==> config.mk <==
export PLATFORM = sky130hd
export DESIGN_NAME = flit_mux2
export DESIGN_NICKNAME = d
export VERILOG_FILES = /design/src/rtl/flit_mux2.sv
export SDC_FILE = /design/constraint.sdc
export NUM_CORES = 1
export LEC_CHECK = 0
export CORE_UTILIZATION = 25
export CTS_CLUSTER_SIZE = 28
export DETAILED_ROUTE_END_ITERATION = 10
export MAX_ROUTING_LAYER = met4
export SYNTH_ARGS = -nofsm -noshare
export SYNTH_HDL_FRONTEND = slang
export SYNTH_SLANG_ARGS = --single-unit
==> constraint.sdc <==
create_clock -name clk -period 0.91 [get_ports clk]
set_clock_uncertainty 0.2 [all_clocks]
set_input_delay 0.091 -clock clk [delete_from_list [all_inputs] [get_ports clk]]
set_output_delay 0.091 -clock clk [all_outputs]
set_load 0.01 [all_outputs]
==> src/rtl/flit_mux2.sv <==
`default_nettype none
// ============================================================================
// Module   : flit_mux2
// Brief    : Two-input registered flit multiplexer with one-hot port select.
//            Optional packet lock (HEAD..TAIL) under FLIT_MUX_PKT_LOCK_EN.
// Revision : 1.0 - initial release
// ============================================================================
module flit_mux2 #(
    parameter int DATA_W = 64,
    parameter int VCH_W  = 1,
    parameter int PORT_W = 5
) (
    input  logic              clk,
    input  logic              rst,
    input  logic [DATA_W-1:0] idata_0,
    input  logic              ivalid_0,
    input  logic [VCH_W-1:0]  ivch_0,
    input  logic [DATA_W-1:0] idata_1,
    input  logic              ivalid_1,
    input  logic [VCH_W-1:0]  ivch_1,
    input  logic [PORT_W-1:0] sel,
    output logic [DATA_W-1:0] odata,
    output logic              ovalid,
    output logic [VCH_W-1:0]  ovch
);

    logic              w_pick0;
    logic              w_pick1;
    logic [DATA_W-1:0] w_data;
    logic              w_valid;
    logic [VCH_W-1:0]  w_vch;

    logic [DATA_W-1:0] r_odata;
    logic              r_ovalid;
    logic [VCH_W-1:0]  r_ovch;

`ifdef FLIT_MUX_PKT_LOCK_EN
    localparam logic [1:0] c_TYPE_HEAD = 2'b01;
    localparam logic [1:0] c_TYPE_TAIL = 2'b10;

    typedef enum logic [1:0] {
        ST_IDLE  = 2'd0,
        ST_LOCK0 = 2'd1,
        ST_LOCK1 = 2'd2
    } state_t;

    state_t     r_state;
    logic [1:0] w_ftype;

    assign w_ftype = w_data[DATA_W-1 -: 2];

    // While locked, the owning input is forwarded regardless of sel.
    always_comb begin
        w_pick0 = 1'b0;
        w_pick1 = 1'b0;
        case (r_state)
            ST_LOCK0: w_pick0 = 1'b1;
            ST_LOCK1: w_pick1 = 1'b1;
            default: begin
                w_pick0 = (sel[1:0] == 2'b01);
                w_pick1 = (sel[1:0] == 2'b10);
            end
        endcase
    end

    always_ff @(posedge clk) begin
        if (rst) begin
            r_state <= ST_IDLE;
        end else begin
            case (r_state)
                ST_IDLE: begin
                    if (w_valid && (w_ftype == c_TYPE_HEAD))
                        r_state <= w_pick0 ? ST_LOCK0 : ST_LOCK1;
                end
                ST_LOCK0, ST_LOCK1: begin
                    if (w_valid && (w_ftype == c_TYPE_TAIL))
                        r_state <= ST_IDLE;
                end
                default: r_state <= ST_IDLE;
            endcase
        end
    end
`else
    assign w_pick0 = (sel[1:0] == 2'b01);
    assign w_pick1 = (sel[1:0] == 2'b10);
`endif

    // Only sel[1:0] is decoded; the remaining port bits are don't-care here.
    generate
        if (PORT_W > 2) begin : g_sel_upper
            logic w_unused_sel;
            assign w_unused_sel = ^sel[PORT_W-1:2];
        end
    endgenerate

    // Data and VC pass through even when the selected valid is low.
    always_comb begin
        w_data  = '0;
        w_valid = 1'b0;
        w_vch   = '0;
        if (w_pick0) begin
            w_data  = idata_0;
            w_valid = ivalid_0;
            w_vch   = ivch_0;
        end else if (w_pick1) begin
            w_data  = idata_1;
            w_valid = ivalid_1;
            w_vch   = ivch_1;
        end
    end

    always_ff @(posedge clk) begin
        if (rst) begin
            r_odata  <= '0;
            r_ovalid <= 1'b0;
            r_ovch   <= '0;
        end else begin
            r_odata  <= w_data;
            r_ovalid <= w_valid;
            r_ovch   <= w_vch;
        end
    end

    assign odata  = r_odata;
    assign ovalid = r_ovalid;
    assign ovch   = r_ovch;

endmodule
`default_nettype wire

==> results of run 1 <==
-- layout make-up --
cell class              count  share of cell area, %
clock buffers              14                   4.46
inverters                  66                   4.35
multi-input cells         134                   23.6
flip-flops and latches     66                   23.8
well taps                 147                   3.23
repair buffers            223                   40.5
-- sequential cells by signal, summed over array words and instances (netlist names) --
| name | flops |
|---|---|
| odata | 64 |
| ovalid | 1 |
| ovch | 1 |
-- cell usage in the layout (no fill, tap or decap), drive strengths merged --
master and n:
clkdlybuf4s50 132, buf 90, inv 66, o32ai 66
bufbuf 1, clkbuf 14, dfxtp 66, nand2b 68
-- path summary, 6_finish.rpt --
kind	startpoint	endpoint	slack (ns)
setup / recovery	odata[10]	odata[10]	-0.15
hold / removal	sel[1]	odata[9]	0.08
-- logic make-up (layout without fill, tap and decap cells) --
kind of cell,count (synthesis),after routing,share of synthesized area (%)
flip-flops,66,66,43.0
AO/OA/AOI/OAI,66,66,28.6
buffers and inverters,94,303,14.3
AND/OR/NAND/NOR,68,68,14.1
-- report_power, final --
part	internal, mW	total, mW	switching [mW]
Combinational	1.10	1.75	0.644
Sequential	3.05	3.10	0.0494
Clock	1.89	3.05	1.16
Total	6.04	7.90	1.86
-- timing repair --
action                                  CTS  global route
setup buffers                             5             1
pin swaps                                 1             1
resized for setup                       310            35
cloned                                    8             0
endpoints found under the setup margin  132            84
-- layer usage --
metal | up-vias | share of wire, % | track usage, %
li1 | 1405 | - | -
met2 | 122 | 50 | 27.7
met1 | 1277 | 43 | 18.0
met5 | - | 0 | -
met4 | 0 | 1.4 | 4.98
met3 | 10 | 6.1 | 4.55
-- metrics by stage --
| step | TNS [ns] | hold WS (ns) | std cells | setup WS (ns) | total power, mW |
|---|---|---|---|---|---|
| 6_report | -8.48 | 0.0850 | 650 | -0.147 | 7.90 |
| 2_1_floorplan | -1.67 | 0.0469 | 294 | -0.0438 | 3.80 |
| 4_1_cts | -9.69 | 0.0889 | 649 | -0.164 | 7.98 |
| 5_1_grt | -10.62 | 0.103 | 650 | -0.175 | 8.29 |
| 3_5_place_dp | -52.13 | 0.464 | 622 | -0.600 | 4.77 |
| 3_3_place_gp | -50.45 | 0.456 | 622 | -0.581 | 4.75 |
==> summary.md, run 1 <==
| Metric | Value |
|---|---|
| Outcome | finished, violations left |
| Violated checks | setup timing |
| Peak supply drop | around 570 uV |
| DPL Wire Length | 6.46 mm |
| Post-Syn Area | roughly 0.0031 mm2 |
| Row count | 40 |
| CTS tree | done |
| Buf/Inv on CP | 1 |
| Cell with the most instances after synthesis | nand2b_1 |
| Largest net degree at the start of global routing | between 60 and 70 |
| Pwr/cell area | 1390 mW/mm2 |
| Hold Vio Cnt, Final | 0 |
| P&R area growth vs syn | 85.2% |
| Distinct cells, synth | 10 |
| Final setup vio count | between 60 and 70 |
| Crit. End Element | output pin |
| DRC Markers | 0 |
| RSZ-0062 raised after global routing | yes |
| Final Slew Violations | 0 |
| Final GP Congestion | 0.670 |
| Initial antenna violation count | 0 |
| Post-synth top flop | dfxtp_1 |
| Slowest cell on crit path | dfxtp_2 |
| Synth area leaders | dfxtp_1 (43%), o32ai_2 (21%), nand2b_1 (14%) |
| Core Util, Final | 47.4% |
| Wirelength, routed | about 9.9 mm |
| Vias per cell | 4.33 |
| Gate Count Post-Synth | between 200 and 300 |
| Top-level port count | around 210 |
| Placed Area | between 0.005 and 0.006 mm2 |
| Crit path cell chain | buf_6 |
| Fin crit period | around 1.1 ns |
| Syn_area_per_cell | ~10 um2 |
| Hold path cells | 4 |
| Area share of the largest cell type after synthesis | between 40 and 50% |
| Design area | 0.00569 mm2 |
| Initial Util | 25.6% |
| I/O Buffers | approximately 200 |
| Post-DRT Antenna Nets | 0 |
| Crit path max fanout | 1 |
| Final #Nets | approximately 640 |
| CP delay by family, top | flip-flops |
| Reg area | between 0.001 and 0.0015 mm2 |
| Overflow after GRT | 0 |
| Clock Pin Slew Worst Setup and Hold Paths | approximately 0.05 ns |
| Die Height | about 110 um |
| CP Depth | 1 |
| CTS H-Tree Depth | 3 |
| Number of global-route vias before repair | about 3k |
| First-pass GRT wire length | 15.1 mm |
| Post-synth top area cell | dfxtp_1 |
| Initial DRC count | 107 |
| Vias | 2814 |
| CTS buffer count | 9 |
| Post-Syn Nets | ~430 |
| WL/cell | between 15 and 20 um |
| Period utilization | 116% |
| CTS sink count | between 60 and 70 |
| Filler cell count | 1129 |
| Drt pass-1 iters | 4 |
| Commonest cells post-synth | nand2b_1 (67), dfxtp_1 (66), inv_1 (66), o32ai_2 (40), o32ai_1 (26) |
| ANT cells | 0 |
| Pin slew with the least headroom to its limit | 0.314 ns |
| Synthesized flop and latch total | 66 |
| DIE WIDTH | around 110 um |
| Crit start category | register |
| Required @ worst endpoint | around 0.62 ns |
| Root Buffer Master | clkbuf_16 |
| CP Class | register to output pin |
| Achievable frequency | 946 MHz |
| Synth warn | 0 |
| Slew margin rel. | 79.0% |
| Multi-input gate area in the final layout | 0.00134 mm2 |
| Worst Hold Class | primary input to register |
| Hold Buf Count CTS | 0 |
| Die ar. | 0.0127 mm2 |
| Clock tree buffer depth | 2 |
| EDFF count, synth | 0 |
| Asr flop ratio synth | 0% |
| Crit path arrival time | 0.77 ns |
| Share of post-route cells with drive strength above 1 | about a third |
| Pleak | 2.46 nW |
| Area of the core | approximately 0.012 mm2 |
| Total GRT Usage | about 16% |
| Max Cap Violations | 0 |
| Register area share after synthesis | between 40 and 50% |
| CP max stage delay | 0.33 ns |
| Final worst slack | -0.147 ns |
Note: power is estimated with default switching activity, not from simulation.
==> run 2: changes to the inputs <==
--- a/config.mk
+++ b/config.mk
@@ -8,7 +8,9 @@
 export CORE_UTILIZATION = 25
 export CTS_CLUSTER_SIZE = 28
 export DETAILED_ROUTE_END_ITERATION = 10
+export HOLD_SLACK_MARGIN = 0.05
 export MAX_ROUTING_LAYER = met4
+export SLEW_MARGIN = 10
 export SYNTH_ARGS = -nofsm -noshare
 export SYNTH_HDL_FRONTEND = slang
 export SYNTH_SLANG_ARGS = --single-unit
==> results of run 2 <==
Final layout, timing and power as in run 1 (identical DEF).
==> RTL change 1, RTL diff (settings of run 1) <==
The option `FLIT_MUX_PKT_LOCK_EN` is turned on by a define.
--- a/src/rtl/flit_mux2.sv
+++ b/src/rtl/flit_mux2.sv
@@ -6,4 +6,6 @@
 // Revision : 1.0 - initial release
 // ============================================================================
+`define FLIT_MUX_PKT_LOCK_EN
+
 module flit_mux2 #(
     parameter int DATA_W = 64,
Behaviour: not the same (a bounded check fails within 4 cycles, from zero or initial values and one cycle with rst high).
==> RTL change 1 against run 1 <==
- power is 22% higher
- final area is 9.4% lower
- sequential cell count is 2 higher
- clock power is 8.9% lower
- synthesized area is 22% lower
- the run ends with hold timing, setup timing left
- setup slack worse by 0.99 ns
- non-clock buffer count is 2 higher
- routed wire length is 12% lower
- maximum frequency is 48% lower
==> RTL change 1: results (changes against run 1) <==
[outcome]
status=finished, violations left  ; unchanged
failed_checks=hold timing, setup timing  ; was setup timing

[placement]
dpl.cell_count=567  ; was 622
place_congestion=0.806  ; was 0.670

[timing]
slew_headroom_pct=78.5  ; was 79.0%
fin_ws_ns=-1.13  ; was -0.147 ns
hold_viol_final=1  ; was 0
setup_viol=134  ; was 66
holdWs_ns=-0.0150  ; was 0.0850 ns

[global_routing]
grtUsageMet1_pct=20.0  ; was 18.0%
grt_pass1_wl_um=12800  ; was 15100 um
use_met3_pct=3.48  ; was 4.55%

[synth]
syn_nets=387  ; was 433
syn_inst=245  ; was 294
synthTopCellsByArea=dfxtp_1, a22oi_1, nor2_1, clkbuf_1, buf_2  ; was dfxtp_1, o32ai_2, nand2b_1, inv_1, o32ai_1
netlist-cell-type-count=18  ; was 10

[worst_setup_path]
slowest_delay_ns=0.35  ; was 0.33 ns
worstPathMaxFanout=5  ; was 1
crit_family=compound AO/OA/AOI/OAI gates  ; was flip-flops

[clock_network]
cts_root_buf=clkbuf_8  ; was clkbuf_16

[power_and_ir_drop]
p_leak_nw=2.10  ; was 2.46 nW

[drt]
dr.pass1.iters=5  ; was 4
routed-wl-met2_um=4310  ; was 4950 um
vias=2669  ; was 2814
dr.first_iter.drc_count=48  ; was 107

[finish]
nets=601  ; was 639

RTL change 1: final cells by class:
class,instances,area (um^2),share of cell area (%)
well taps,129,161,3.13
clock buffers,11,151,2.94
clock inverters,4,72.6,1.41
inverters,4,15.0,0.291
repair buffers,225,2210,42.8
multi-input cells,151,1140,22.1
flip-flops and latches,68,1410,27.3
RTL change 1: power by group:
group / leakage [nW] / switching, mW / total [mW] / internal, mW
clock network: 0.111 / 1.11 / 2.78 / 1.67
registers: 0.572 / 0.111 / 3.45 / 3.34
logic: 1.42 / 1.47 / 3.44 / 1.96
total: 2.10 / 2.69 / 9.67 / 6.97
RTL change 1: path summary, 6_finish.rpt:
kind / from / to / slack [ns] / cells after the start
worst max-delay path: r_state[0] / r_state[1] / -1.13 / 7
worst min-delay path: rst / r_state[0] / -0.01 / 4
worst max register to register: r_state[0] / r_state[1] / -1.13 / 7
worst min register to register: r_state[0] / r_state[0] / 0.43 / 4
RTL change 1: tightest hold or removal path, cell delays in order:
cell and delay, ns:
buf_2 0.20, nor2_1 0.08, o41ai_2 0.05, mux2i_1 0.06
RTL change 1: timing repair:
item | in CTS | in global routing
setup endpoints to repair | 134 | 134
hold endpoints to repair | 2 | 1
setup buffers | 5 | 2
cloned | 2 | 1
pin swaps | 5 | 1
resized for setup | 300 | 75
RTL change 1: stage by stage:
stage / worst slack, ns / total power, mW / TNS, ns / hold slack (ns)
6_report: -1.13 / 9.67 / -79.78 / -0.0150
3_5_place_dp: -1.14 / 6.41 / -79.44 / 0.335
3_3_place_gp: -1.05 / 6.37 / -75.53 / 0.327
4_1_cts: -1.14 / 9.36 / -81.05 / -0.0314
2_1_floorplan: -0.988 / 4.87 / -59.04 / 0.0393
5_1_grt: -1.22 / 10.2 / -87.44 / -0.0180
==> RTL change 2, RTL diff (config.mk and constraints of run 1) <==
Made on the original files. Take the reset off `r_odata` and load it in a clocked block of its own.
--- a/src/rtl/flit_mux2.sv
+++ b/src/rtl/flit_mux2.sv
@@ -112,12 +112,14 @@
     always_ff @(posedge clk) begin
         if (rst) begin
-            r_odata  <= '0;
             r_ovalid <= 1'b0;
             r_ovch   <= '0;
         end else begin
-            r_odata  <= w_data;
             r_ovalid <= w_valid;
             r_ovch   <= w_vch;
         end
+    end
+
+    always_ff @(posedge clk) begin
+        r_odata <= w_data;
     end
 
Function: changed (a bounded check fails within 4 cycles, from zero or initial values and one cycle with rst high).
==> RTL change 2 against run 1 <==
- the run still ends with setup timing left
- synthesized area decreased by 34%
- count of clock-buffer cells in the layout decreased by 2
- sequential share of layout area increased by 7.2 points
- combinational power decreased by 20%
- sequential power increased by 2%
- die area decreased by 33%
- setup slack got worse by 0.0026 ns
- sequential cell count unchanged
- final area decreased by 23%
- power decreased by 15%
- global-route usage increased by 0.77 points
- routed wire length decreased by 29%
- critical path type unchanged
- critical endpoint is now odata[25]
- highest routed layer unchanged
==> RTL change 2: results (changes against run 1) <==
[finish]
nets=504  ; was 639
drive_gt1_share_pct=34.7  ; was 34.6%

[synth]
netlist-cell-type-count=7  ; was 10
synth_seq_area_share_pct=64.9  ; was 43.0%
synthTopCellsByArea=dfxtp_1, a22o_1, buf_4, nand3b_1, nor2b_1  ; was dfxtp_1, o32ai_2, nand2b_1, inv_1, o32ai_1
ys_warn_count=0  ; unchanged
syn_nets=291  ; was 433
yosys-top-cells-count=dfxtp_1, a22o_1, buf_4  ; was nand2b_1, dfxtp_1, inv_1
synth_compound_area_share_pct=28.0  ; was 28.6%

[hold_path]
hold_start=sel[0]  ; was sel[1]
min_to=ovalid  ; was odata[9]

[outcome]
status=finished, violations left  ; unchanged
failed_checks=setup timing  ; unchanged

[drt]
wl_per_cell_um=14.9  ; was 15.3 um
dr.first_iter.drc_count=50  ; was 107
vias=2076  ; was 2814

[timing]
tns_ns=-8.74  ; was -8.48 ns
slew_headroom_pct=85.7  ; was 79.0%
setup_viol=66  ; unchanged
fin_ws_ns=-0.150  ; was -0.147 ns

[power_and_ir_drop]
power_switching_mw=1.52  ; was 1.86 mW
max-vdd-ir-drop_uv=820  ; was 568 uV
p_leak_nw=1.91  ; was 2.46 nW

[placement]
place_congestion=0.693  ; was 0.670
place_area_um2=4210  ; was 5220 um^2
dp.final_hpwl_um=5200  ; was 6460 um

[clock_network]
clk_pin_slew_ns=0.07  ; was 0.05 ns
h-tree-depth=3  ; unchanged
cts_root_buf=clkbuf_8  ; was clkbuf_16

[global_routing]
grt_usage_pct=16.8  ; was 16.1%
grt_max_degree=27  ; was 68
grt_pass1_wl_um=10500  ; was 15100 um

RTL change 2: cell types whose count changed after synthesis, moves of 8 or more:
cell | before | now
buf_4 | 2 | 12
buf_6 | 9 | 0
o32ai_1 | 26 | 0
nand2b_1 | 67 | 0
o32ai_2 | 40 | 0
inv_1 | 66 | 0
clkbuf_1 | 8 | 0
a22o_1 | 0 | 64
RTL change 2: area by class of cell:
| class | count | area [um^2] |
|---|---|---|
| Fill cell | 710 | 3440 |
| Timing Repair Buffer | 216 | 2080 |
| Sequential cell | 66 | 1360 |
| Multi-Input combinational cell | 72 | 628 |
| Clock buffer | 12 | 155 |
| Tap cell | 102 | 128 |
| Clock inverter | 3 | 15.0 |
RTL change 2: power by group through the flow:
stage / Clock (mW) / Combinational, mW / Sequential [mW]
after floorplan: 0 / 0.283 / 3.32
after global placement: 0 / 1.44 / 3.20
after detailed placement: 0 / 1.45 / 3.21
after CTS: 2.22 / 1.35 / 3.15
after global routing: 2.36 / 1.49 / 3.19
final: 2.14 / 1.40 / 3.17
RTL change 2: how the worst max path moves through the flow:
stage	end	from	slack, ns	depth (start not counted)
final	odata[25]	odata[25]	-0.15	1
after global routing	odata[19]	odata[19]	-0.19	1
after CTS	odata[1]	odata[1]	-0.18	1
after detailed placement	odata[41]	sel[1]	-0.60	4
after global placement	odata[5]	sel[0]	-0.58	4
after floorplan	odata[10]	sel[1]	-0.09	4
RTL change 2: per-stage QoR:
stage / hold WS, ns / worst slack (ns) / cells
finish: 0.00374 / -0.150 / 471
global route: 0.0105 / -0.189 / 471
CTS: -0.0167 / -0.181 / 471
detailed placement: 0.475 / -0.603 / 450
global placement: 0.462 / -0.581 / 450
floorplan: -0.0399 / -0.0899 / 152
RTL change 2: kinds of logic (layout without fill, tap and decap cells):
group / after synthesis / in the layout
and+or+nand+nor: 6 / 6
AOI/OAI and AO/OA: 66 / 66
buffers and inverters: 14 / 231
DFF: 66 / 66
RTL change 2: what timing repair did:
item                                    CTS  global route
pin swaps                                 0             0
setup buffers                             4             0
endpoints found under the setup margin  132            66
resized for setup                       293            42
endpoints found under the hold margin     2             0
gates cloned                              2             0
RTL change 2: per-layer routing:
layer / vias to the layer above / GRT usage [%] / share of wire [%] / routed length (um)
met1: 954 / 18.4 / 40 / 2830
met3: 12 / 3.81 / 6.4 / 446
met4: 0 / 7.29 / 2.0 / 138
met5: - / - / 0 / 0
li1: 1005 / - / - / -
met2: 105 / 29.3 / 51 / 3610
